[config.mk]
export PLATFORM = sky130hd
export DESIGN_NAME = snake_body_scan
export DESIGN_NICKNAME = d
export VERILOG_FILES = /design/src/rtl/snake_body_scan.sv
export SDC_FILE = /design/constraint.sdc
export NUM_CORES = 1
export LEC_CHECK = 0
export CAP_MARGIN = 10
export CORE_MARGIN = 5
export CORE_UTILIZATION = 55
export DETAILED_ROUTE_END_ITERATION = 10
export GPL_TIMING_DRIVEN = 0
export HOLD_SLACK_MARGIN = 0.03
export PLACE_DENSITY = 0.71
export RECOVER_POWER = 50
export SYNTH_ARGS = -nofsm -noshare
export SYNTH_HDL_FRONTEND = slang
export SYNTH_SLANG_ARGS = --single-unit
[constraint.sdc]
create_clock -name clk -period 9.67 [get_ports clk]
set_input_delay 1.4505 -clock clk [delete_from_list [all_inputs] [get_ports clk]]
set_output_delay 1.4505 -clock clk [all_outputs]
set_load 0.05 [all_outputs]
[src/rtl/snake_body_scan.sv]
// ---------------------------------------------------------------------------
// snake_body_scan
//
// Purpose:
//    Keeps a circular history of the last DEPTH snake positions, newest
//    first, and on request scans that history against a key. The compare
//    mode is chosen at run time. The scan reports the age of the first
//    entry whose compare is true.
//
// Ports:
//    clk        clock; all state changes on the rising edge
//    rst_n      asynchronous active-low reset
//    clear      synchronous flush of the history; aborts any running scan
//    push       store push_data as the newest entry
//    push_data  position word to store
//    push_err   one-cycle pulse when a push was dropped during a scan
//    start      scan request, accepted only while not scanning
//    mode       compare mode, sampled with start
//    key        scan key, sampled with start
//    busy       high while the scan is walking the history
//    done       one-cycle pulse when a scan completes
//    hit        SUC_VAL on a match, otherwise the inverse; held between scans
//    hit_idx    age of the first matching entry (0 = newest), 0 on a miss
//    count      number of valid history entries, 0..DEPTH
// ---------------------------------------------------------------------------
module snake_body_scan #(
   parameter int   N       = 8,
   parameter int   DEPTH   = 16,
   parameter logic SUC_VAL = 1'b1
) (
   input  logic                     clk,
   input  logic                     rst_n,
   input  logic                     clear,
   input  logic                     push,
   input  logic [N-1:0]             push_data,
   output logic                     push_err,
   input  logic                     start,
   input  logic [2:0]               mode,
   input  logic [N-1:0]             key,
   output logic                     busy,
   output logic                     done,
   output logic                     hit,
   output logic [$clog2(DEPTH)-1:0] hit_idx,
   output logic [$clog2(DEPTH):0]   count
);

   localparam int IW = $clog2(DEPTH);
   localparam logic [IW:0] FULL = (IW+1)'(DEPTH);

   typedef enum logic [1:0] {
      IDLE,
      SCAN,
      DONE
   } state_t;

   state_t        state_q, state_d;
   logic [N-1:0]  mem_q [DEPTH];
   logic [IW-1:0] wp_q, wp_d;
   logic [IW:0]   count_q, count_d;
   logic [IW-1:0] idx_q, idx_d;
   logic [IW-1:0] wpLat_q, wpLat_d;
   logic [IW:0]   cntLat_q, cntLat_d;
   logic [2:0]    mode_q, mode_d;
   logic [N-1:0]  key_q, key_d;
   logic          hit_q, hit_d;
   logic [IW-1:0] hitIdx_q, hitIdx_d;
   logic          pushErr_q, pushErr_d;

   logic          pushOk;
   logic [IW-1:0] rdIdx;
   logic [N-1:0]  entry;
   logic          cmpTrue;

   // A push is only written while no scan is walking the array, so the
   // history cannot shift under the scan. Clear discards any push.
   assign pushOk = push && !clear && (state_q != SCAN);

   // Age i lives at slot (wp - 1 - i); the pointer arithmetic wraps
   // naturally because DEPTH is a power of two.
   assign rdIdx = wpLat_q - IW'(1) - idx_q;
   assign entry = mem_q[rdIdx];

   // Unsigned compare of the current entry against the latched key.
   always_comb begin
      cmpTrue = 1'b1;
      case (mode_q)
         3'd0:    cmpTrue = (entry == key_q);
         3'd1:    cmpTrue = (entry >  key_q);
         3'd2:    cmpTrue = (entry <  key_q);
         3'd3:    cmpTrue = (entry >= key_q);
         3'd4:    cmpTrue = (entry <= key_q);
         default: cmpTrue = 1'b1;
      endcase
   end

   // Write pointer and occupancy. Once the history is full the count
   // stays at DEPTH and the oldest slot is simply overwritten.
   always_comb begin
      wp_d      = wp_q;
      count_d   = count_q;
      pushErr_d = push && !clear && (state_q == SCAN);
      if (clear) begin
         wp_d    = '0;
         count_d = '0;
      end else if (pushOk) begin
         wp_d = wp_q + IW'(1);
         if (count_q != FULL) begin
            count_d = count_q + (IW+1)'(1);
         end
      end
   end

   // Scan controller. A start latches the post-push pointer and count so
   // that a simultaneous push is visible to the scan as age 0. Clear wins
   // over everything but leaves the last result untouched.
   always_comb begin
      state_d  = state_q;
      idx_d    = idx_q;
      wpLat_d  = wpLat_q;
      cntLat_d = cntLat_q;
      mode_d   = mode_q;
      key_d    = key_q;
      hit_d    = hit_q;
      hitIdx_d = hitIdx_q;
      case (state_q)
         IDLE, DONE: begin
            if (start) begin
               key_d    = key;
               mode_d   = mode;
               wpLat_d  = wp_d;
               cntLat_d = count_d;
               idx_d    = '0;
               if (count_d != '0) begin
                  state_d = SCAN;
               end else begin
                  state_d  = DONE;
                  hit_d    = ~SUC_VAL;
                  hitIdx_d = '0;
               end
            end else if (state_q == DONE) begin
               state_d = IDLE;
            end
         end
         SCAN: begin
            if (cmpTrue) begin
               state_d  = DONE;
               hit_d    = SUC_VAL;
               hitIdx_d = idx_q;
            end else if ({1'b0, idx_q} == cntLat_q - (IW+1)'(1)) begin
               state_d  = DONE;
               hit_d    = ~SUC_VAL;
               hitIdx_d = '0;
            end else begin
               idx_d = idx_q + IW'(1);
            end
         end
         default: state_d = IDLE;
      endcase
      if (clear) begin
         state_d  = IDLE;
         hit_d    = hit_q;
         hitIdx_d = hitIdx_q;
      end
   end

   // Control and result registers.
   always_ff @(posedge clk or negedge rst_n) begin
      if (!rst_n) begin
         state_q   <= IDLE;
         wp_q      <= '0;
         count_q   <= '0;
         idx_q     <= '0;
         wpLat_q   <= '0;
         cntLat_q  <= '0;
         mode_q    <= '0;
         key_q     <= '0;
         hit_q     <= ~SUC_VAL;
         hitIdx_q  <= '0;
         pushErr_q <= 1'b0;
      end else begin
         state_q   <= state_d;
         wp_q      <= wp_d;
         count_q   <= count_d;
         idx_q     <= idx_d;
         wpLat_q   <= wpLat_d;
         cntLat_q  <= cntLat_d;
         mode_q    <= mode_d;
         key_q     <= key_d;
         hit_q     <= hit_d;
         hitIdx_q  <= hitIdx_d;
         pushErr_q <= pushErr_d;
      end
   end

   // History storage has no reset; entries beyond count are never read.
   always_ff @(posedge clk) begin
      if (pushOk) begin
         mem_q[wp_q] <= push_data;
      end
   end

   assign busy     = (state_q == SCAN);
   assign done     = (state_q == DONE);
   assign hit      = hit_q;
   assign hit_idx  = hitIdx_q;
   assign count    = count_q;
   assign push_err = pushErr_q;

endmodule

Word level (Yosys, flattened, before mapping). Memories as Yosys holds them, arrays and structs flattened. Cells that the tools add are included.

Reductions and logical operators: 13. Bitwise gates (word level): 1. $lt $le $gt $ge: 4. Equal/unequal tests: 17. Multiplexer cells: 29. Add/sub/neg operators: 6.

Operator list (number): $mux W4 (9); $pmux W4 S2 (2); $mux W5 (3); $mux W2 (6); $add A4 B1 Y4 const B (2); $eq A8 B8 Y1 (1); $ge A8 B8 Y1 (1); $gt A8 B8 Y1 (1); $le A8 B8 Y1 (1); $lt A8 B8 Y1 (1); $ne A2 B2 Y1 const B (4); $eq A3 B2 Y1 const B (2); $mux W1 (6); $add A5 B1 Y5 const B (1); $eq A4 B5 Y1 (1); $ne A5 B5 Y1 const B (1); $pmux W1 S5 (1); $reduce_and A5 Y1 (1); $reduce_bool A5 Y1 (1); $sub A5 B1 Y5 const B (1); $ne A4 B2 Y1 const B (1); $ne A4 B4 Y1 const B (1); $pmux W2 S2 (1); $reduce_and A2 Y1 (2); other kinds (17) (19).

Output and inout port bits: 13. Bits in registers: 41. Memory bits (writable): 128. Memories kept: 1. Word-level logic and storage cells: 82.

Memory list: mem_q (words 16, bits a word 8, read ports 1, clocked after memory_dff 0, write ports 1, line 57) `logic [N-1:0] mem_q [DEPTH];`.

Depth between registers and ports, before layout. Gate-level depths: netlist (run 1).

Depth in word-level cells: 10. Depth in mapped cells: 17. Depth with buffers taken out: 16.

Worst setup path after synthesis (run 1). OpenSTA, ideal clock, no wires.

Kind: register to register. Start: register idx_q[0]. End: register idx_q[0]. Stages on the path, launching flop included: 18. Slack: 5.300 ns. Library setup time: 0.125 ns. Period minus slack after synthesis: 4.370 ns. Arrival: 4.245 ns. Data required time: 9.545 ns. Cell sequence: dfrtp_1 -> inv_1 -> ha_1 -> inv_1 -> fa_1 -> clkbuf_1 -> clkbuf_1 -> mux4_2 -> mux2i_1 -> a21oi_1 -> ha_1 -> nor2b_1 -> o211ai_1 -> a21oi_1 -> o32a_1 -> a221oi_2 -> nor2_1 -> mux2_2.

Cells in the longest elaborated chain, start to end: 6.

RTL lines: from (decl) (line 60) `logic [IW-1:0] idx_q, idx_d;`; from (signal assigned) (line 184) `idx_q <= idx_d;`; $sub A4 B4 Y4 (line 80) `assign rdIdx = wpLat_q - IW'(1) - idx_q;`; $mem_v2 Z16 W8; $le A8 B8 Y1, or another cell as far along (line 91) `3'd4: cmpTrue = (entry <= key_q);`; $pmux W1 S5 (line 86) `case (mode_q)`; $ne A2 B2 Y1 (no line); $reduce_and A4 Y1 (no line).

Parallel ways exist; a longest one is shown, timed or not. The select of a mux whose other input is x is not followed. A chain may end at the register's enable or synchronous reset.

Final worst setup path (run 1).
Start: register idx_q[0]. End: register hitIdx_q[2], in the netlist hit_idx[2].

Cells in the longest elaborated chain, start to end: 6.

RTL lines: $sub A4 B4 Y4 (line 80); $mem_v2 Z16 W8; $le A8 B8 Y1, or another cell as far along (line 91); $pmux W1 S5 (line 86); $ne A3 B1 Y1 (no line) or $mux W4 (tied branches); $reduce_and A5 Y1 (no line) or $pmux W4 S2 (tied branches); to (signal assigned) (line 190) `hitIdx_q <= hitIdx_d;`; to (decl) (line 66) `logic [IW-1:0] hitIdx_q, hitIdx_d;`.

Parallel ways exist; a longest one is shown, timed or not.

==> impl_summary.md, run 1 <==
Power and ir drop
The largest voltage drop on the vdd net is about 0.00015 V. In this run the static leakage power is between 3 and 4 nW. Dividing total power by cell area gives a power density of around 220 nW/um2. The power consumption is 1.81 mW.

Synth
The number of unique standard cell types used by synthesis is 49. The number of instances in the synthesized netlist is 464. The synthesized netlist net count is about 510. The most area-hungry cell type in the Yosys netlist is sky130_fd_sc_hd__edfxtp_1. The number of register bits inferred by synthesis is 169.

The number of warnings printed during yosys synthesis is 0. The netlist area before placement is 7270 um2. The share of the Yosys chip area taken by registers is 0.670. The most used flip-flop cell after synthesis is sky130_fd_sc_hd__edfxtp_1. In the synthesized netlist the async set-or-reset flop fraction comes to 0.243. A synthesized cell averages 15.7 um2.

The portion of synthesized cell area occupied by the leading cell type is 0.529. Counting flops with a built-in enable in the synthesized netlist gives 128. Yosys attributes the largest share of cell area to sky130_fd_sc_hd__edfxtp_1 53%, sky130_fd_sc_hd__dfrtp_1 14%, sky130_fd_sc_hd__mux4_2 9.9%.

Global route
The via count of the first global-routing pass is 4104. The first global-routing pass estimated around 24000 um of wire. The total overflow reported by the global router is 0. Entering global routing, the biggest net connects 42 pins. The initial antenna violation count was 0. The overall track demand over capacity in global routing is 0.198.

Floorplanning
The I/O pin total is 37. In this run the core area contains 42 standard-cell rows. The width of the die is 125 um. The full die area is about 16000 um2. The vertical extent of the die is 125 um. The core outline area is 13100 um2. The initial core utilization is 0.555.

Placement
The detailed-placement wirelength estimate is ~10000 um. Buffers placed on the I/O ports in this run total 35. The routability-driven placement congestion ratio is 0.831.

CTS
The maximum buffer depth of the clock tree is 2. TritonCTS built the clock tree. The root buffer cell is sky130_fd_sc_hd__clkbuf_16. The clock transition at the registers of the reported paths is 0.06 ns. The clock tree synthesis step divided the H-tree into 4 levels. The number of instances resized during post-cts repair is 0. The post-CTS setup repair buffer count is 0.

In this run, CTS created clock tree buffers numbering 17. Hold repair after CTS inserted 0 buffers. The worst-skew pair later-pin latency is around 0.43 ns. The clock drives 169 sinks.

Drt
The first detailed-routing pass ran for 5 iterations. In the routed design, unresolved DRC markers number 0. The post-detailed-route count of antenna-violating nets is 0. The total vias in the final route is 4062. Dividing the detail-routed wire length by the instance count gives 20.7 um.

Dividing the detail-routed via count by the number of cells gives around 5.7. The number of DRC violations after detailed-routing iteration 0 is 330. The aggregate routed wire length is roughly 15000 um.

Setup path
Walking the worst path, the cells encountered are inv_1 > ha_1 > inv_1 > fa_1 > clkbuf_1 > clkbuf_1 > mux4_2 > mux2i_1 > a21oi_1 > ha_1 > nor2b_1 > o211ai_1 > a21oi_1 > o211ai_1 > a21oi_1 > nor4b_1 > a22o_1. The critical path data arrival time is 5.89 ns. In this design, the stage delay of the slowest critical-path cell is approximately 0.75 ns. The most used cell along the critical path is sky130_fd_sc_hd__a21oi_1. The top fanout value on the critical path is 10. The setup path with the least slack is of type reg -> reg.

The data required time of the worst path is 10.03 ns. The startpoint identified for the worst register-to-register timing path is idx_q[0]. The worst setup path is captured at a flop. The type of element launching the critical path is a flop. The highest-delay cell along the critical path is sky130_fd_sc_hd__nor4b_1. The worst register-to-register path has a depth of 17. The launching element of the worst setup path is idx_q[0].

STA
The slew at the pin with the worst max-slew slack is roughly 2.2 ns. The tightest slew margin relative to the limit is -0.466. The hold violation total from the final report is 0.

The share of the clock period used by the worst path is 0.572. Setup repair after global routing left no endpoint under its margin. The number of failing setup endpoints in the final timing report is 0.

The highest attainable clock frequency is 181 MHz. The minimum clock period after layout is roughly 5.5 ns. The final count of pins violating max slew is 42. For the final routed database, the setup TNS stands at 0 ns. For the final database, setup skew stands at 0.00808 ns.

Min path
The worst hold path belongs to the class reg -> reg. The depth of the worst hold-timing path is 1. The startpoint identified for the worst hold timing path is hit.

Flow run
The number of max-capacitance violations reported is 1.

Outcome
The run finished, with violations left. The final reports fail on max-capacitance violations, max-slew violations.

Final layout
The number of antenna diodes in the final layout is 0. The share of cells above drive strength 1 is 0.134. The layout net count is between 500 and 600. The layout overhead on the synthesized area is 15.3%.
## critical path, delay by kind of cell, from the launching register on
kind                     cells  cell delay, ns
buffers and inverters        4            1.19
adder cells (fa/ha/maj)      3            1.14
AND/OR/NAND/NOR              2            0.88
AO/OA/AOI/OAI                6            1.07
flip-flops                   1            0.46
multiplexers                 2            0.72
## cells in the mapped netlist, types with 8 or more instances
cell                       instances
sky130_fd_sc_hd__edfxtp_1        128
sky130_fd_sc_hd__nand2_1          43
sky130_fd_sc_hd__dfrtp_1          41
sky130_fd_sc_hd__mux4_2           32
sky130_fd_sc_hd__inv_1            21
sky130_fd_sc_hd__ha_1             19
sky130_fd_sc_hd__a21oi_1          17
sky130_fd_sc_hd__o21ai_0          16
sky130_fd_sc_hd__clkbuf_1         14
sky130_fd_sc_hd__nor2_1           14
sky130_fd_sc_hd__and2_1           13
sky130_fd_sc_hd__mux2i_1          12
sky130_fd_sc_hd__nor2b_1          12
sky130_fd_sc_hd__xnor2_1           8
## stage by stage
step	utilization	instances	hold slack, ns	setup WS, ns	instance area [um2]
detailed placement	0.599	675	0.471	4.11	7830
global route	0.641	707	0.507	3.74	8380
global placement	0.599	675	0.463	4.25	7840
finish	0.641	707	0.485	4.14	8380
CTS	0.641	707	0.489	4.06	8390
floorplan	-	464	0.452	5.30	7270
## metal layers
metal  GRT usage  up-vias  part of all wire
met2       0.303      116              0.48
li1            -     1866                 -
met3      0.0490       20             0.074
met1       0.290     2060              0.44
met5           0        -                 0
met4      0.0548        0             0.013
## power breakdown
group / switching, mW / internal (mW) / total (mW)
Combinational: 0.204 / 0.157 / 0.361
Clock: 0.282 / 0.357 / 0.639
Sequential: 0.00972 / 0.799 / 0.809
Total: 0.496 / 1.31 / 1.81
## worst paths after layout
path / slack (ns) / endpoint
hold reg to reg: 0.49 / hit
min in group asynchronous: 1.67 / wp_q[0]
hold / removal: 0.49 / hit
max in group asynchronous: 6.74 / key_q[1]
setup reg to reg: 4.14 / hit_idx[2]
setup / recovery: 4.14 / hit_idx[2]
## kinds of logic after synthesis
group                    synth area share
AO/OA/AOI/OAI                      0.0542
AND/OR/NAND/NOR                    0.0783
adder cells (fa/ha/maj)            0.0355
XOR/XNOR                           0.0181
multiplexers                        0.119
buffers and inverters              0.0251
flip-flops                          0.670
## cell type report
type                            instances  area, um2
Buffer                                 21       95.1
Clock buffer                           19        433
Clock inverter                         13        123
Fill cell                             916       4700
Inverter                               22       87.6
Multi-Input combinational cell        252       2210
Sequential cell                       169       4870
Tap cell                              176        220
Timing Repair Buffer                   35        344
## cells in the final DEF (no fill, tap or decap), types with 3 or more instances in the layout
| cell | synthesis | routed |
|---|---|---|
| sky130_fd_sc_hd__edfxtp_1 | 128 | 128 |
| sky130_fd_sc_hd__nand2_1 | 43 | 43 |
| sky130_fd_sc_hd__dfrtp_1 | 41 | 41 |
| sky130_fd_sc_hd__mux4_2 | 32 | 32 |
| sky130_fd_sc_hd__clkdlybuf4s50_1 | 0 | 24 |
| sky130_fd_sc_hd__inv_1 | 21 | 21 |
| sky130_fd_sc_hd__ha_1 | 19 | 19 |
| sky130_fd_sc_hd__a21oi_1 | 17 | 17 |
| sky130_fd_sc_hd__clkbuf_1 | 14 | 17 |
| sky130_fd_sc_hd__clkbuf_16 | 0 | 17 |
| sky130_fd_sc_hd__o21ai_0 | 16 | 16 |
| sky130_fd_sc_hd__nor2_1 | 14 | 14 |
| sky130_fd_sc_hd__and2_1 | 13 | 13 |
| sky130_fd_sc_hd__mux2i_1 | 12 | 12 |
| sky130_fd_sc_hd__nor2b_1 | 12 | 12 |
| sky130_fd_sc_hd__dlygate4sd3_1 | 0 | 10 |
| sky130_fd_sc_hd__xnor2_1 | 8 | 8 |
| sky130_fd_sc_hd__xor2_1 | 7 | 7 |
| sky130_fd_sc_hd__a211oi_1 | 7 | 7 |
| sky130_fd_sc_hd__clkinv_4 | 1 | 5 |
| sky130_fd_sc_hd__nand4_1 | 5 | 5 |
| sky130_fd_sc_hd__buf_2 | 4 | 4 |
| sky130_fd_sc_hd__o31ai_1 | 4 | 4 |
| sky130_fd_sc_hd__and4_1 | 4 | 4 |
| sky130_fd_sc_hd__o211ai_1 | 4 | 4 |
| sky130_fd_sc_hd__a22o_1 | 4 | 4 |
| sky130_fd_sc_hd__nand3_1 | 3 | 3 |
| sky130_fd_sc_hd__nor3_1 | 2 | 3 |
| sky130_fd_sc_hd__clkinv_1 | 0 | 3 |
## sequential cells by signal (all words and copies together) (netlist names)
register,flops
key_q,8
hit,1
wp_q,4
count,5
cntLat_q,5
wpLat_q,4
hit_idx,4
mem_q,128
idx_q,4
push_err,1
mode_q,3
state_q,2
Power figures use the tool's default switching activity.
==> inputs of run 2 (changes only) <==
- CORE_UTILIZATION: 55 -> 54
- PLACE_DENSITY: 0.71 -> 0.73
- clock period: 9.67 -> 4.7 ns (I/O delays scaled with it)
==> impl_summary.md, run 2 (same netlist as run 1, synthesis figures left out) <==
Outcome
Outcome: complete, but fails checks (unchanged). Violated checks: max-capacitance violations, max-slew violations (unchanged).

Floorplanning
The width of the die is 126 um (was 125 um). The vertical extent of the die came to 126 um (was 125 um). The I/O pin total is 37 (unchanged). The site row count was 42 (unchanged). The core outline area is 13200 um2 (was 13100 um2).

The initial core utilization is 0.549 (was 0.555). The full die area is 15900 um2 (was 15600 um2).

STA
The final count of pins violating max slew is 41 (was 42). The worst clock skew was 0.00993 ns (was 0.00808 ns). The highest attainable clock frequency was 221 MHz (was 181 MHz). The final critical-path setup slack is 0.168 ns (was 4.14 ns).

The number of failing setup endpoints in the final timing report was 0 (unchanged). The hold violation total from the final report is 0 (unchanged). The slew at the pin with the worst max-slew slack was 2.17 ns (was 2.20 ns). The worst-case hold slack was 0.0409 ns (was 0.485 ns).

The share of the clock period used by the worst path came to 0.964 (was 0.572). The minimum clock period after layout was 4.53 ns (was 5.53 ns). The tightest slew margin relative to the limit is -0.445 (was -0.466).

Setup path
The type of element launching the critical path is a flop (unchanged). The endpoint kind of the worst setup timing path is a flop (unchanged). The top fanout value on the critical path was 10 (unchanged).

The critical path data arrival time came to 4.85 ns (was 5.89 ns). The cell depth of the worst flop-to-flop path came to 16 (was 17). The family of cells with the greatest summed delay on the critical path is compound AO/OA/AOI/OAI gates (was buffers and inverters). The number of buffers and inverters on the critical path was 4 (unchanged).

The kind of critical path is reg -> reg (unchanged). The logic depth of the worst path, buffers included came to 16 (was 17). The data required time of the worst path was 5.01 ns (was 10.03 ns). The delay of the slowest cell on the worst path is 0.61 ns (was 0.75 ns). The highest-delay cell along the critical path was sky130_fd_sc_hd__fa_2 (was sky130_fd_sc_hd__nor4b_1). Cells along the critical path: inv_1 > ha_1 > inv_1 > fa_2 > clkbuf_8 > buf_6 > mux4_2 > mux2i_1 > a21oi_1 > ha_1 > nand4_1 > o21ai_0 > o32a_1 > a221oi_4 > nor2_1 > mux2_2 (was inv_1 > ha_1 > inv_1 > fa_1 > clkbuf_1 > clkbuf_1 > mux4_2 > mux2i_1 > a21oi_1 > ha_1 > nor2b_1 > o211ai_1 > a21oi_1 > o211ai_1 > a21oi_1 > nor4b_1 > a22o_1).

Global route
The total overflow reported by the global router is 0 (unchanged). The maximum number of pins on one net before global-route repair is 41 (was 42). The first-pass GRT wire length came to 24200 um (was 23500 um). The overall track demand over capacity in global routing was 0.203 (was 0.198).

The initial antenna violation count is 0 (unchanged). The via count of the first global-routing pass is 4285 (was 4104).

Drt
The post-detailed-route count of antenna-violating nets came to 0 (unchanged). The total vias in the final route was 4172 (was 4062). The detailed-routing iteration count for the pre-antenna-repair pass is 5 (unchanged). The aggregate routed wire length was 15200 um (was 14600 um). The average wire length per cell after detail routing is 21.4 um (was 20.7 um). The total DRC errors in the routed layout is 0 (unchanged). The number of DRC violations after detailed-routing iteration 0 is 358 (was 330). The vias per cell was 5.87 (was 5.75).

Final layout
The most flop-heavy register was mem_q (unchanged). The flip-flop count of the largest register, all copies and words added was 128 (unchanged). The most common cell after layout, fill and taps aside is sky130_fd_sc_hd__edfxtp_1 (unchanged). Registers with the highest flip-flop counts: mem_q (128), key_q (8) (unchanged). The post-layout utilization of the core is 0.642 (was 0.641).

The total inserted antenna cells is 0 (unchanged). The layout overhead on the synthesized area was 17.0% (was 15.3%). The count of non-filler cells in the finished layout is 711 (was 707). Commonest non-fill, non-tap cells in the layout: 128 x sky130_fd_sc_hd__edfxtp_1, 43 x sky130_fd_sc_hd__nand2_1, 40 x sky130_fd_sc_hd__dfrtp_1 (was 128 x sky130_fd_sc_hd__edfxtp_1, 43 x sky130_fd_sc_hd__nand2_1, 41 x sky130_fd_sc_hd__dfrtp_1). The share of cells above drive strength 1 was 0.168 (was 0.134).

The layout net count is 566 (was 562).

Placement
The detailed-placement wirelength estimate is 10300 um (was 9980 um). The number of instances in the placed design is 676 (was 675). The pre-CTS setup slack was -0.818 ns (was 4.11 ns).

The total of buffers placed on input and output ports came to 35 (unchanged). The routability-driven placement congestion ratio is 0.861 (was 0.831).

CTS
The number of buffers inserted during clock tree synthesis is 17 (unchanged). The maximum buffer depth of the clock tree is 2 (unchanged). The H-tree depth reported by CTS is 4 (unchanged). The root buffer cell is sky130_fd_sc_hd__clkbuf_16 (unchanged). The clock transition at the registers of the reported paths was 0.07 ns (was 0.06 ns).

The number of buffers added to fix hold violations after cts is 0 (unchanged). The total number of clock tree sinks is 169 (unchanged). The TritonCTS clock tree is built (unchanged). The worst-skew pair later-pin latency is 0.43 ns (about the same).

Flow run
The number of max-capacitance violations reported is 1 (unchanged).

Power and ir drop
The leakage power of the design is 3.10 nW (was 3.04 nW). The largest voltage drop on the vdd net is 0.000272 V (was 0.000152 V). The power density over the cells is 447 nW/um2 (was 216 nW/um2).

Min path
The type of the most critical hold path is in -> async (was reg -> reg).
run 2: changes by cell type in the layout (fill, tap and decap cells not counted), sizes merged:
cell,before,now
dlygate4sd3,10,9
clkinvlp,2,3
clkbuf,34,35
buf,7,9
clkinv,8,6
inv,24,26
clkdlybuf4s50,24,25
run 2: per-stage QoR:
stage                     total power [mW]  area, um2  TNS [ns]
after global placement                2.42       7840     -6.86
final                                 3.80       8500         0
after detailed placement              2.44       7850     -7.53
after global routing                  3.96       8500    -0.116
after CTS                             3.79       8460         0
after floorplan                       2.21       7270         0
run 2: cell type report:
class / instances / area, um2
Buffer: 21 / 129
Clock buffer: 18 / 429
Clock inverter: 14 / 139
Fill cell: 967 / 4740
Inverter: 22 / 87.6
Multi-Input combinational cell: 252 / 2260
Sequential cell: 169 / 4870
Tap cell: 176 / 220
Timing Repair Buffer: 39 / 370
run 2: final timing paths:
path | from | slack [ns] | endpoint
worst max-delay path | idx_q[0] | 0.17 | idx_q[0]
worst min-delay path | rst_n | 0.04 | push_err
worst max register to register | idx_q[0] | 0.17 | idx_q[0]
worst min register to register | key_q[0] | 0.48 | key_q[0]
max in group asynchronous | rst_n | 2.26 | idx_q[0]
min in group clk | key_q[0] | 0.48 | key_q[0]
run 2: metal layers:
metal | global-route usage | vias up | part of all wire
li1 | - | 1876 | -
met1 | 0.282 | 2174 | 0.44
met2 | 0.321 | 99 | 0.50
met3 | 0.0478 | 23 | 0.049
met4 | 0.0669 | 0 | 0.018
met5 | 0 | - | 0
run 2: power breakdown:
group | internal (mW) | switching, mW
combinational | 0.352 | 0.444
clock | 0.741 | 0.594
sequential | 1.64 | 0.0215
run 2: what timing repair did:
action | 4_1_cts | 5_1_grt
cloned | 0 | 0
resized for setup | 12 | 15
endpoints found under the setup margin | 11 | 11
pin swaps | 0 | 2
setup buffers | 0 | 3
run 2: worst register-to-register path: stages (launching register included):
cell                       delay, ns
sky130_fd_sc_hd__dfrtp_2        0.47
sky130_fd_sc_hd__inv_1          0.09
sky130_fd_sc_hd__ha_1           0.17
sky130_fd_sc_hd__inv_1          0.06
sky130_fd_sc_hd__fa_2           0.61
sky130_fd_sc_hd__clkbuf_8       0.22
sky130_fd_sc_hd__buf_6          0.18
sky130_fd_sc_hd__mux4_2         0.33
sky130_fd_sc_hd__mux2i_1        0.25
sky130_fd_sc_hd__a21oi_1        0.15
sky130_fd_sc_hd__ha_1           0.32
sky130_fd_sc_hd__nand4_1        0.16
sky130_fd_sc_hd__o21ai_0        0.16
sky130_fd_sc_hd__o32a_1         0.43
sky130_fd_sc_hd__a221oi_4       0.40
sky130_fd_sc_hd__nor2_1         0.14
sky130_fd_sc_hd__mux2_2         0.28
